<file path="src/rtl/surf_uart_pkg.sv">
// surf_uart_pkg: shared types and constants for the surface-result UART reporter.
//   tx_state_t        : bit-timing FSM states used by uart_tx_byte
//   FRAME_BYTES       : bytes per frame (sync + 4 data [+ checksum])
//   SYNC_BYTE_DEFAULT : default first byte of every frame
// Build option: define SURF_UART_CHECKSUM_EN to append the XOR checksum byte.
package surf_uart_pkg;

  typedef enum logic [1:0] {
    ST_IDLE,
    ST_START,
    ST_DATA,
    ST_STOP
  } tx_state_t;

`ifdef SURF_UART_CHECKSUM_EN
  localparam logic [2:0] FRAME_BYTES = 3'd6;

  // XOR of the four data bytes; the sync byte is deliberately not included.
  function automatic logic [7:0] xor_bytes(input logic [31:0] w);
    return w[31:24] ^ w[23:16] ^ w[15:8] ^ w[7:0];
  endfunction
`else
  localparam logic [2:0] FRAME_BYTES = 3'd5;
`endif

  localparam logic [7:0] SYNC_BYTE_DEFAULT = 8'hA5;

endpackage

</file>
<file path="src/rtl/uart_tx_byte.sv">
// uart_tx_byte: 8N1 byte serialiser, LSB first, CLKS_PER_BIT cycles per bit.
//   clk        : system clock
//   rst        : synchronous active-high reset
//   byte_valid : byte_in is offered this cycle
//   byte_in    : byte to send
//   byte_ready : a byte can be accepted this cycle (idle, or last stop cycle)
//   tx         : registered serial line, idle high
//
// state    | meaning
// ST_IDLE  | line idle high, waiting for a byte
// ST_START | start bit (tx=0)
// ST_DATA  | 8 data bits, LSB first
// ST_STOP  | stop bit (tx=1); a byte offered in its last cycle chains with no gap
module uart_tx_byte
  import surf_uart_pkg::*;
#(
  parameter int CLKS_PER_BIT = 4
) (
  input  logic       clk,
  input  logic       rst,
  input  logic       byte_valid,
  input  logic [7:0] byte_in,
  output logic       byte_ready,
  output logic       tx
);

  localparam int CW = (CLKS_PER_BIT > 2) ? $clog2(CLKS_PER_BIT) : 1;
  localparam logic [CW-1:0] CNT_LOAD = CW'(CLKS_PER_BIT - 1);

  tx_state_t     state;
  logic [CW-1:0] cnt;
  logic [2:0]    bit_idx;
  logic [7:0]    shreg;

  // Ready in the final stop-bit cycle lets the next start bit follow directly.
  assign byte_ready = (state == ST_IDLE) || ((state == ST_STOP) && (cnt == '0));

  always_ff @(posedge clk) begin
    if (rst) begin
      state   <= ST_IDLE;
      cnt     <= '0;
      bit_idx <= '0;
      shreg   <= '0;
      tx      <= 1'b1;
    end else if (byte_valid && byte_ready) begin
      state   <= ST_START;
      cnt     <= CNT_LOAD;
      bit_idx <= '0;
      shreg   <= byte_in;
      tx      <= 1'b0;
    end else begin
      case (state)
        ST_IDLE: begin
          tx <= 1'b1;
        end
        ST_START: begin
          if (cnt == '0) begin
            state <= ST_DATA;
            cnt   <= CNT_LOAD;
            tx    <= shreg[0];
            shreg <= {1'b0, shreg[7:1]};
          end else begin
            cnt <= cnt - 1'b1;
          end
        end
        ST_DATA: begin
          if (cnt == '0) begin
            cnt <= CNT_LOAD;
            if (bit_idx == 3'd7) begin
              state <= ST_STOP;
              tx    <= 1'b1;
            end else begin
              bit_idx <= bit_idx + 3'd1;
              tx      <= shreg[0];
              shreg   <= {1'b0, shreg[7:1]};
            end
          end else begin
            cnt <= cnt - 1'b1;
          end
        end
        ST_STOP: begin
          if (cnt == '0) begin
            state <= ST_IDLE;
          end else begin
            cnt <= cnt - 1'b1;
          end
        end
        default: begin
          state <= ST_IDLE;
          tx    <= 1'b1;
        end
      endcase
    end
  end

endmodule

</file>
<file path="src/rtl/surf_uart_reporter.sv">
// surf_uart_reporter: sends each completed surface word off-chip as a UART frame
// (sync byte, din[31:24], din[23:16], din[15:8], din[7:0] [, XOR checksum]).
//   clk     : system clock
//   rst     : synchronous active-high reset (aborts any frame)
//   start   : one-cycle frame request, accepted only when not busy
//   din     : 32-bit value, sampled on acceptance
//   tx      : registered UART line, idle high
//   busy    : frame in progress
//   done    : one-cycle pulse when a frame completes
//   overrun : sticky, set by start while busy; cleared only by rst
// Build option: SURF_UART_CHECKSUM_EN adds the trailing checksum byte.
module surf_uart_reporter
  import surf_uart_pkg::*;
#(
  parameter int         CLK_FREQ_HZ  = 100_000_000,
  parameter int         BAUD         = 115200,
  parameter int         CLKS_PER_BIT = CLK_FREQ_HZ / BAUD,
  parameter logic [7:0] SYNC_BYTE    = SYNC_BYTE_DEFAULT
) (
  input  logic        clk,
  input  logic        rst,
  input  logic        start,
  input  logic [31:0] din,
  output logic        tx,
  output logic        busy,
  output logic        done,
  output logic        overrun
);

  logic [31:0] shreg;
  logic [2:0]  byte_idx;
  logic        byte_valid;
  logic        byte_ready;
  logic [7:0]  byte_in;
`ifdef SURF_UART_CHECKSUM_EN
  logic [7:0]  csum;
`endif

  // While idle the sync byte is offered straight from start, so the start bit
  // appears the cycle after acceptance. byte_idx counts bytes already handed over.
  always_comb begin
    byte_valid = busy ? (byte_idx != FRAME_BYTES) : start;
    byte_in    = SYNC_BYTE;
    if (busy) begin
      byte_in = shreg[31:24];
`ifdef SURF_UART_CHECKSUM_EN
      if (byte_idx == FRAME_BYTES - 3'd1) begin
        byte_in = csum;
      end
`endif
    end
  end

  always_ff @(posedge clk) begin
    if (rst) begin
      busy     <= 1'b0;
      done     <= 1'b0;
      overrun  <= 1'b0;
      byte_idx <= '0;
      shreg    <= '0;
`ifdef SURF_UART_CHECKSUM_EN
      csum     <= '0;
`endif
    end else begin
      done <= 1'b0;
      if (start && busy) begin
        overrun <= 1'b1;
      end
      if (!busy) begin
        if (start) begin
          busy     <= 1'b1;
          byte_idx <= 3'd1;
          shreg    <= din;
`ifdef SURF_UART_CHECKSUM_EN
          csum     <= xor_bytes(din);
`endif
        end
      end else if (byte_ready) begin
        // byte_ready while busy means the current stop bit is in its last cycle.
        if (byte_idx == FRAME_BYTES) begin
          busy     <= 1'b0;
          done     <= 1'b1;
          byte_idx <= '0;
        end else begin
          byte_idx <= byte_idx + 3'd1;
          shreg    <= {shreg[23:0], 8'h00};
        end
      end
    end
  end

  uart_tx_byte #(
    .CLKS_PER_BIT(CLKS_PER_BIT)
  ) u_tx (
    .clk       (clk),
    .rst       (rst),
    .byte_valid(byte_valid),
    .byte_in   (byte_in),
    .byte_ready(byte_ready),
    .tx        (tx)
  );

endmodule

</file>
<file path="config.mk">
export PLATFORM = sky130hd
export DESIGN_NAME = surf_uart_reporter
export DESIGN_NICKNAME = d
export VERILOG_FILES = /design/src/rtl/surf_uart_pkg.sv /design/src/rtl/uart_tx_byte.sv /design/src/rtl/surf_uart_reporter.sv
export SDC_FILE = /design/constraint.sdc
export NUM_CORES = 1
export LEC_CHECK = 0
export CORE_ASPECT_RATIO = 0.5
export CORE_UTILIZATION = 44
export CTS_CLUSTER_DIAMETER = 80
export DETAILED_ROUTE_END_ITERATION = 12
export PLACE_DENSITY = 0.65
export SKIP_CTS_REPAIR_TIMING = 1
export SLEW_MARGIN = 20
export SYNTH_ARGS = -nofsm -noshare
export SYNTH_HDL_FRONTEND = slang
export SYNTH_SLANG_ARGS = --single-unit
</file>
<file path="constraint.sdc">
create_clock -name clk -period 2.3 [get_ports clk]
set_clock_uncertainty 0.05 [all_clocks]
set_input_delay 0.46 -clock clk [delete_from_list [all_inputs] [get_ports clk]]
set_output_delay 0.46 -clock clk [all_outputs]
set_load 0.1 [all_outputs]
</file>
---- Word level (Yosys, flattened, before mapping) ----
Index checks and enable logic that the tools add are counted.
word-level totals
  logic and storage cells ................. 97
  output and inout port bits .............. 4
  bits in registers ....................... 62
  bits of input ports ..................... 35
cells by class
  bitwise gates (word level) .............. 3
  equal/unequal tests ..................... 19
  add/subtract/negate cells ............... 3
  multiplexer cells ....................... 35
  reductions and logical operators ........ 25
operators by type and width
  cell                                                                      number
  32-bit two-way mux                                                        4
  8-bit two-way mux                                                         5
  10-bit two-way mux                                                        3
  10-bit one-hot mux with 2 select lines                                    1
  8-bit one-hot mux with 2 select lines                                     1
  3-bit two-way mux                                                         4
  1-bit two-way mux                                                         11
  10-bit zero test                                                          1
  5-bit AND reduction                                                       2
  10-bit by 1-bit subtractor with 10-bit output (second input constant)     1
  3-bit by 1-bit inequality test with 1-bit output (second input constant)  3
  3-bit inequality test (second input constant)                             3
  3-bit AND reduction                                                       3
  3-bit nonzero test                                                        3
  2-bit two-way mux                                                         4
  2-bit by 1-bit inequality test with 1-bit output (second input constant)  4
  4-bit nonzero test                                                        2
  3-bit by 1-bit adder with 3-bit output (second input constant)            2
  3-bit equality test (second input constant)                               2
  2-bit inequality test (second input constant)                             3
  2-bit one-hot mux with 3 select lines                                     1
  2-bit AND reduction                                                       3
  2-bit equality test (second input constant)                               2
  4-bit AND reduction                                                       1
  other kinds (10)                                                          16

---- Logic depth before layout (Yosys ltp) ----
Gate-level depths: netlist (run 1).
  depth after elaboration ................. 6
  mapped depth ............................ 9

---- Modules after synthesis ----
From an unflattened synthesis (run 1), not the netlist that was laid out.
second synthesis, totals
  cell total of the unflattened synthesis .. 340
  area, all modules ....................... 3,230.6 um^2
by module, submodules not included
  module              instances  seq. area each (um^2)  area an instance (um^2)  cells each
  surf_uart_reporter  1          760.7                  1,860.5                  184
  uart_tx_byte        1          480.5                  1,370.1                  156

---- Worst setup path after synthesis (run 1) ----
OpenSTA, ideal clock, no wires.
  path kind ............................... flip-flop to flip-flop
  from .................................... register busy
  to ...................................... register shreg[24]
  arrival ................................. 2.267 ns
  period minus slack after synthesis ...... 2.402 ns
  buffers on the path ..................... 1
  required time ........................... 2.164 ns
  cell stages (with the launch flop) ...... 7
  slack ................................... -0.102 ns
  cell sequence ........................... dfxtp_1 nand2_1 o21ai_2 o21bai_1 clkbuf_1 nor2_1 a211oi_1
on the way
  cells in the longest elaborated chain, start to end .. 2
ends and longest elaborated chain
  element                                                                             line                      source
  start: declaration                                                                  surf_uart_reporter.sv:25  output logic busy,
  start signal: assignment                                                            surf_uart_reporter.sv:56  busy <= 1'b0;
  start signal: assignment                                                            surf_uart_reporter.sv:71  busy <= 1'b1;
  start signal: assignment                                                            surf_uart_reporter.sv:81  busy <= 1'b0;
  2-bit by 1-bit inequality test with 1-bit output (no line) (tied with other cells)  -
  3-bit AND reduction (no line)                                                       -
  end signal: assignment                                                              surf_uart_reporter.sv:73  shreg <= din;
  end signal: assignment                                                              surf_uart_reporter.sv:86  shreg <= {shreg[23:0], 8'h00};
  end: declaration                                                                    surf_uart_reporter.sv:30  logic [31:0] shreg;
Parallel ways exist; a longest one is shown, timed or not.
A chain may end at the register's enable or synchronous reset.

---- Final worst setup path (run 1) ----
  from .................................... register u_tx.state[1]
  to ...................................... register shreg[11]
on the way
  cells in the longest elaborated chain, start to end .. 5
ends and longest elaborated chain
  element                                                         line                source
  start: declaration                                              uart_tx_byte.sv:30  tx_state_t state;
  start signal: assignment                                        uart_tx_byte.sv:40  state <= ST_IDLE;
  start signal: assignment                                        uart_tx_byte.sv:46  state <= ST_START;
  start signal: assignment                                        uart_tx_byte.sv:58  state <= ST_DATA;
  2-bit equality test                                             uart_tx_byte.sv:36  assign byte_ready = (state == ST_IDLE) || ((state == ST_STOP) && (cnt == '0));
  1-bit logical AND                                               uart_tx_byte.sv:36
  1-bit logical OR (*)                                            uart_tx_byte.sv:36
  2-bit by 1-bit inequality test with 1-bit output (no line) (*)  -
  3-bit AND reduction (no line) (*)                               -
Mark *: on every way between the ends. The rest lies on a longest branch, timed or not.

==> out/metrics.cfg, run 1 <==
[global_route]
grt_first_pass_wirelength_mm = 11.3
gr-usage-met2_pct = 37.2
grt-ovfl-total = 0
met1_usage_pct = 24.0
grt_pass1_vias = 2462
grt.total_usage_pct = 20.8
antenna_found_initial = 0
busiest_layer = met2
grt_start_max_net_pins = 37
met3_usage_pct = 7.25

[critical_path]
worstPathMaxFanout = 13
startpoint = u_tx.state[1]
reg2reg_setup_slack_ns = 0.20
r2r-start = u_tx.state[1]
r2r_cells = 7
end_kind = flop
cp.arrival_ns = 2.29
reg2reg_to = shreg[11]
crit_path_end = shreg[11]
critPathKind = flop to flop
cp.required_ns = 2.49
setup.worst_path.start_class = flop

[floorplan]
start_util_pct = 46.9
ioPinCount = 39
coreArea_um2 = 6260
std_cell_rows = 20
die_x_um = 117
die_h_um = 59.7
die_area_um2 = 7010

[clock_network]
cts_sinks = 62
clockBufferDepth = 2
h-tree-depth = 3
clk_latency_ns = 0.33
path_clk_slew_ns = 0.05
root_buffer = clkbuf_16
cts_buffers = 9
cts_tree = done

[power_and_ir_drop]
max-vdd-ir-drop_mv = 0.619
finalPower_uw = 4960
p_leak_uw = 0.00149
p_per_area_nw_per_um2 = 1300

[routing]
viasPerCell = 5.45
drc = 0
drtIter0Drc = 136
routed_wl_mm = 6.67
wire_per_inst_um = 14.2
vias = 2567
firstDrtPassIters = 4
route.antenna.remaining_nets = 0

[final_layout]
mostFrequentLayoutCell = dfxtp_1
diodes = 0
drive_gt1_share_pct = 12.8
layout.nets = 423
finish.instance_area_um2 = 3820
area_growth_pct = 30.3
layout_common_cells = dfxtp_1, nor2_1, clkdlybuf4s50_1
final_cells = 471
fillers = 545

[synthesis]
synthesis.area_um2 = 2930
async_flop_share_pct = 0
ys_seq_area_share_pct = 42.3
synth_top_area_cell = dfxtp_1
yosysTopAreaCellShare_pct = 42.3
ys_types = 49
synthTopCellsByArea = dfxtp_1, mux2i_1, a211oi_1
ys_ff_latch = 62
avgSynthCellArea_um2 = 8.83
synth-edff-count = 0
synth_cells = 332
synth_nets = 376
synth_flop_cell = dfxtp_1
ys_warn_count = 0

[sta]
hold_viol = 0
min_period_ns = 2.10
fmax_mhz = 476
drv_slew = 0
setup_viol = 0
fin_ws_ns = 0.198
final.setup.tns_ns = 0
tightestPinTransition_ns = 0.536
finalCritPeriodShare_pct = 91.4
relSlewSlack_pct = 64.2

[flow_run]
max_cap_viol_count = 0

[placement]
placed_cell_area_um2 = 3490
numPortBuffers = 38
placed_cells_incl_taps = 456
hpwl_mm = 4.66
globalplace.congestion = 0.876
place_ws_ns = 0.129

[hold_path]
hp-class = flop to flop

[run_status]
status = finished, final reports clean

[per-layer routing]
| layer | up-vias | share of wire [%] |
|---|---|---|
| met1 | 1194 | 48 |
| met3 | 6 | 4.5 |
| met5 | - | 0 |
| met2 | 44 | 47 |
| li1 | 1323 | - |
| met4 | 0 | 1.0 |
[cell usage after synthesis (2+ instances only)]
library cell and n:
a211oi_1 29, a21oi_1 18, a31oi_1 8, and3b_1 2
buf_1 3, buf_2 8, clkbuf_1 9, dfxtp_1 62
ha_1 9, inv_1 7, mux2i_1 26, nand2_1 23
nand2b_1 2, nand3_1 13, nand3b_1 2, nor2_1 41
nor2b_1 3, nor3_1 12, o21a_1 2, o21ai_0 12
o21ai_1 2, o31ai_1 8, xor2_1 5
[state kept, by name, summed over array words and instances, names as in the netlist]
register / flops
shreg: 32
u_tx.cnt: 10
u_tx.shreg: 8
byte_idx: 3
u_tx.bit_idx: 3
u_tx.state: 2
busy: 1
done: 1
overrun: 1
u_tx.tx: 1
[how the worst min path moves through the flow]
stage / cells after the start / endpoint / startpoint
floorplan: 2 / u_tx.shreg[1] / shreg[25]
global placement: 2 / shreg[5] / shreg[5]
detailed placement: 2 / shreg[5] / shreg[5]
CTS: 2 / shreg[5] / shreg[5]
global route: 2 / shreg[5] / shreg[5]
finish: 2 / shreg[1] / shreg[1]
[logic make-up after synthesis]
logic type | count (synthesis) | synth area share, %
compound gates | 91 | 20.7
xor+xnor | 6 | 1.79
fa+ha+maj | 9 | 3.84
buf+inv | 28 | 3.93
flops | 62 | 42.3
mux | 27 | 9.26
simple gates | 109 | 18.1
[where the power goes]
| part | switching [µW] | internal (µW) |
|---|---|---|
| sequential | 217 | 1360 |
| combinational | 1100 | 864 |
| clock | 474 | 940 |
| total | 1790 | 3170 |
[cell type report]
class                           count  area [µm²]  area share (%)
Sequential cell                    62        1240            32.5
Multi-Input combinational cell    242        1600            41.9
Tap cell                           88         110            2.88
Clock buffer                        9         225            5.90
Inverter                            8        30.0           0.786
Clock inverter                      6        87.6            2.29
Timing Repair Buffer               56         526            13.8
[per-stage QoR]
stage / utilization (%) / hold slack (ns)
after CTS: 60.7 / 0.400
after detailed placement: 55.7 / 0.393
final: 61.1 / 0.400
after floorplan: - / 0.381
after global placement: 55.7 / 0.389
after global routing: 61.1 / 0.419
[worst max-delay path: stages (launching register included)]
cell	delay (ns)
dfxtp_1	0.41
ha_1	0.28
and3b_1	0.18
nand4_1	0.24
o21bai_4	0.34
buf_4	0.24
nor2_1	0.05
a211oi_1	0.22
Power figures use the tool's default switching activity.
==> run 2, diff against run 1 <==
--- a/config.mk
+++ b/config.mk
@@ -7,7 +7,7 @@
 export LEC_CHECK = 0
 export CORE_ASPECT_RATIO = 0.5
 export CORE_UTILIZATION = 44
-export CTS_CLUSTER_DIAMETER = 80
+export CTS_CLUSTER_DIAMETER = 40
 export DETAILED_ROUTE_END_ITERATION = 12
 export PLACE_DENSITY = 0.65
 export SKIP_CTS_REPAIR_TIMING = 1
==> results of run 2 <==
The final DEF is identical to that of run 1; final timing and power are the same.
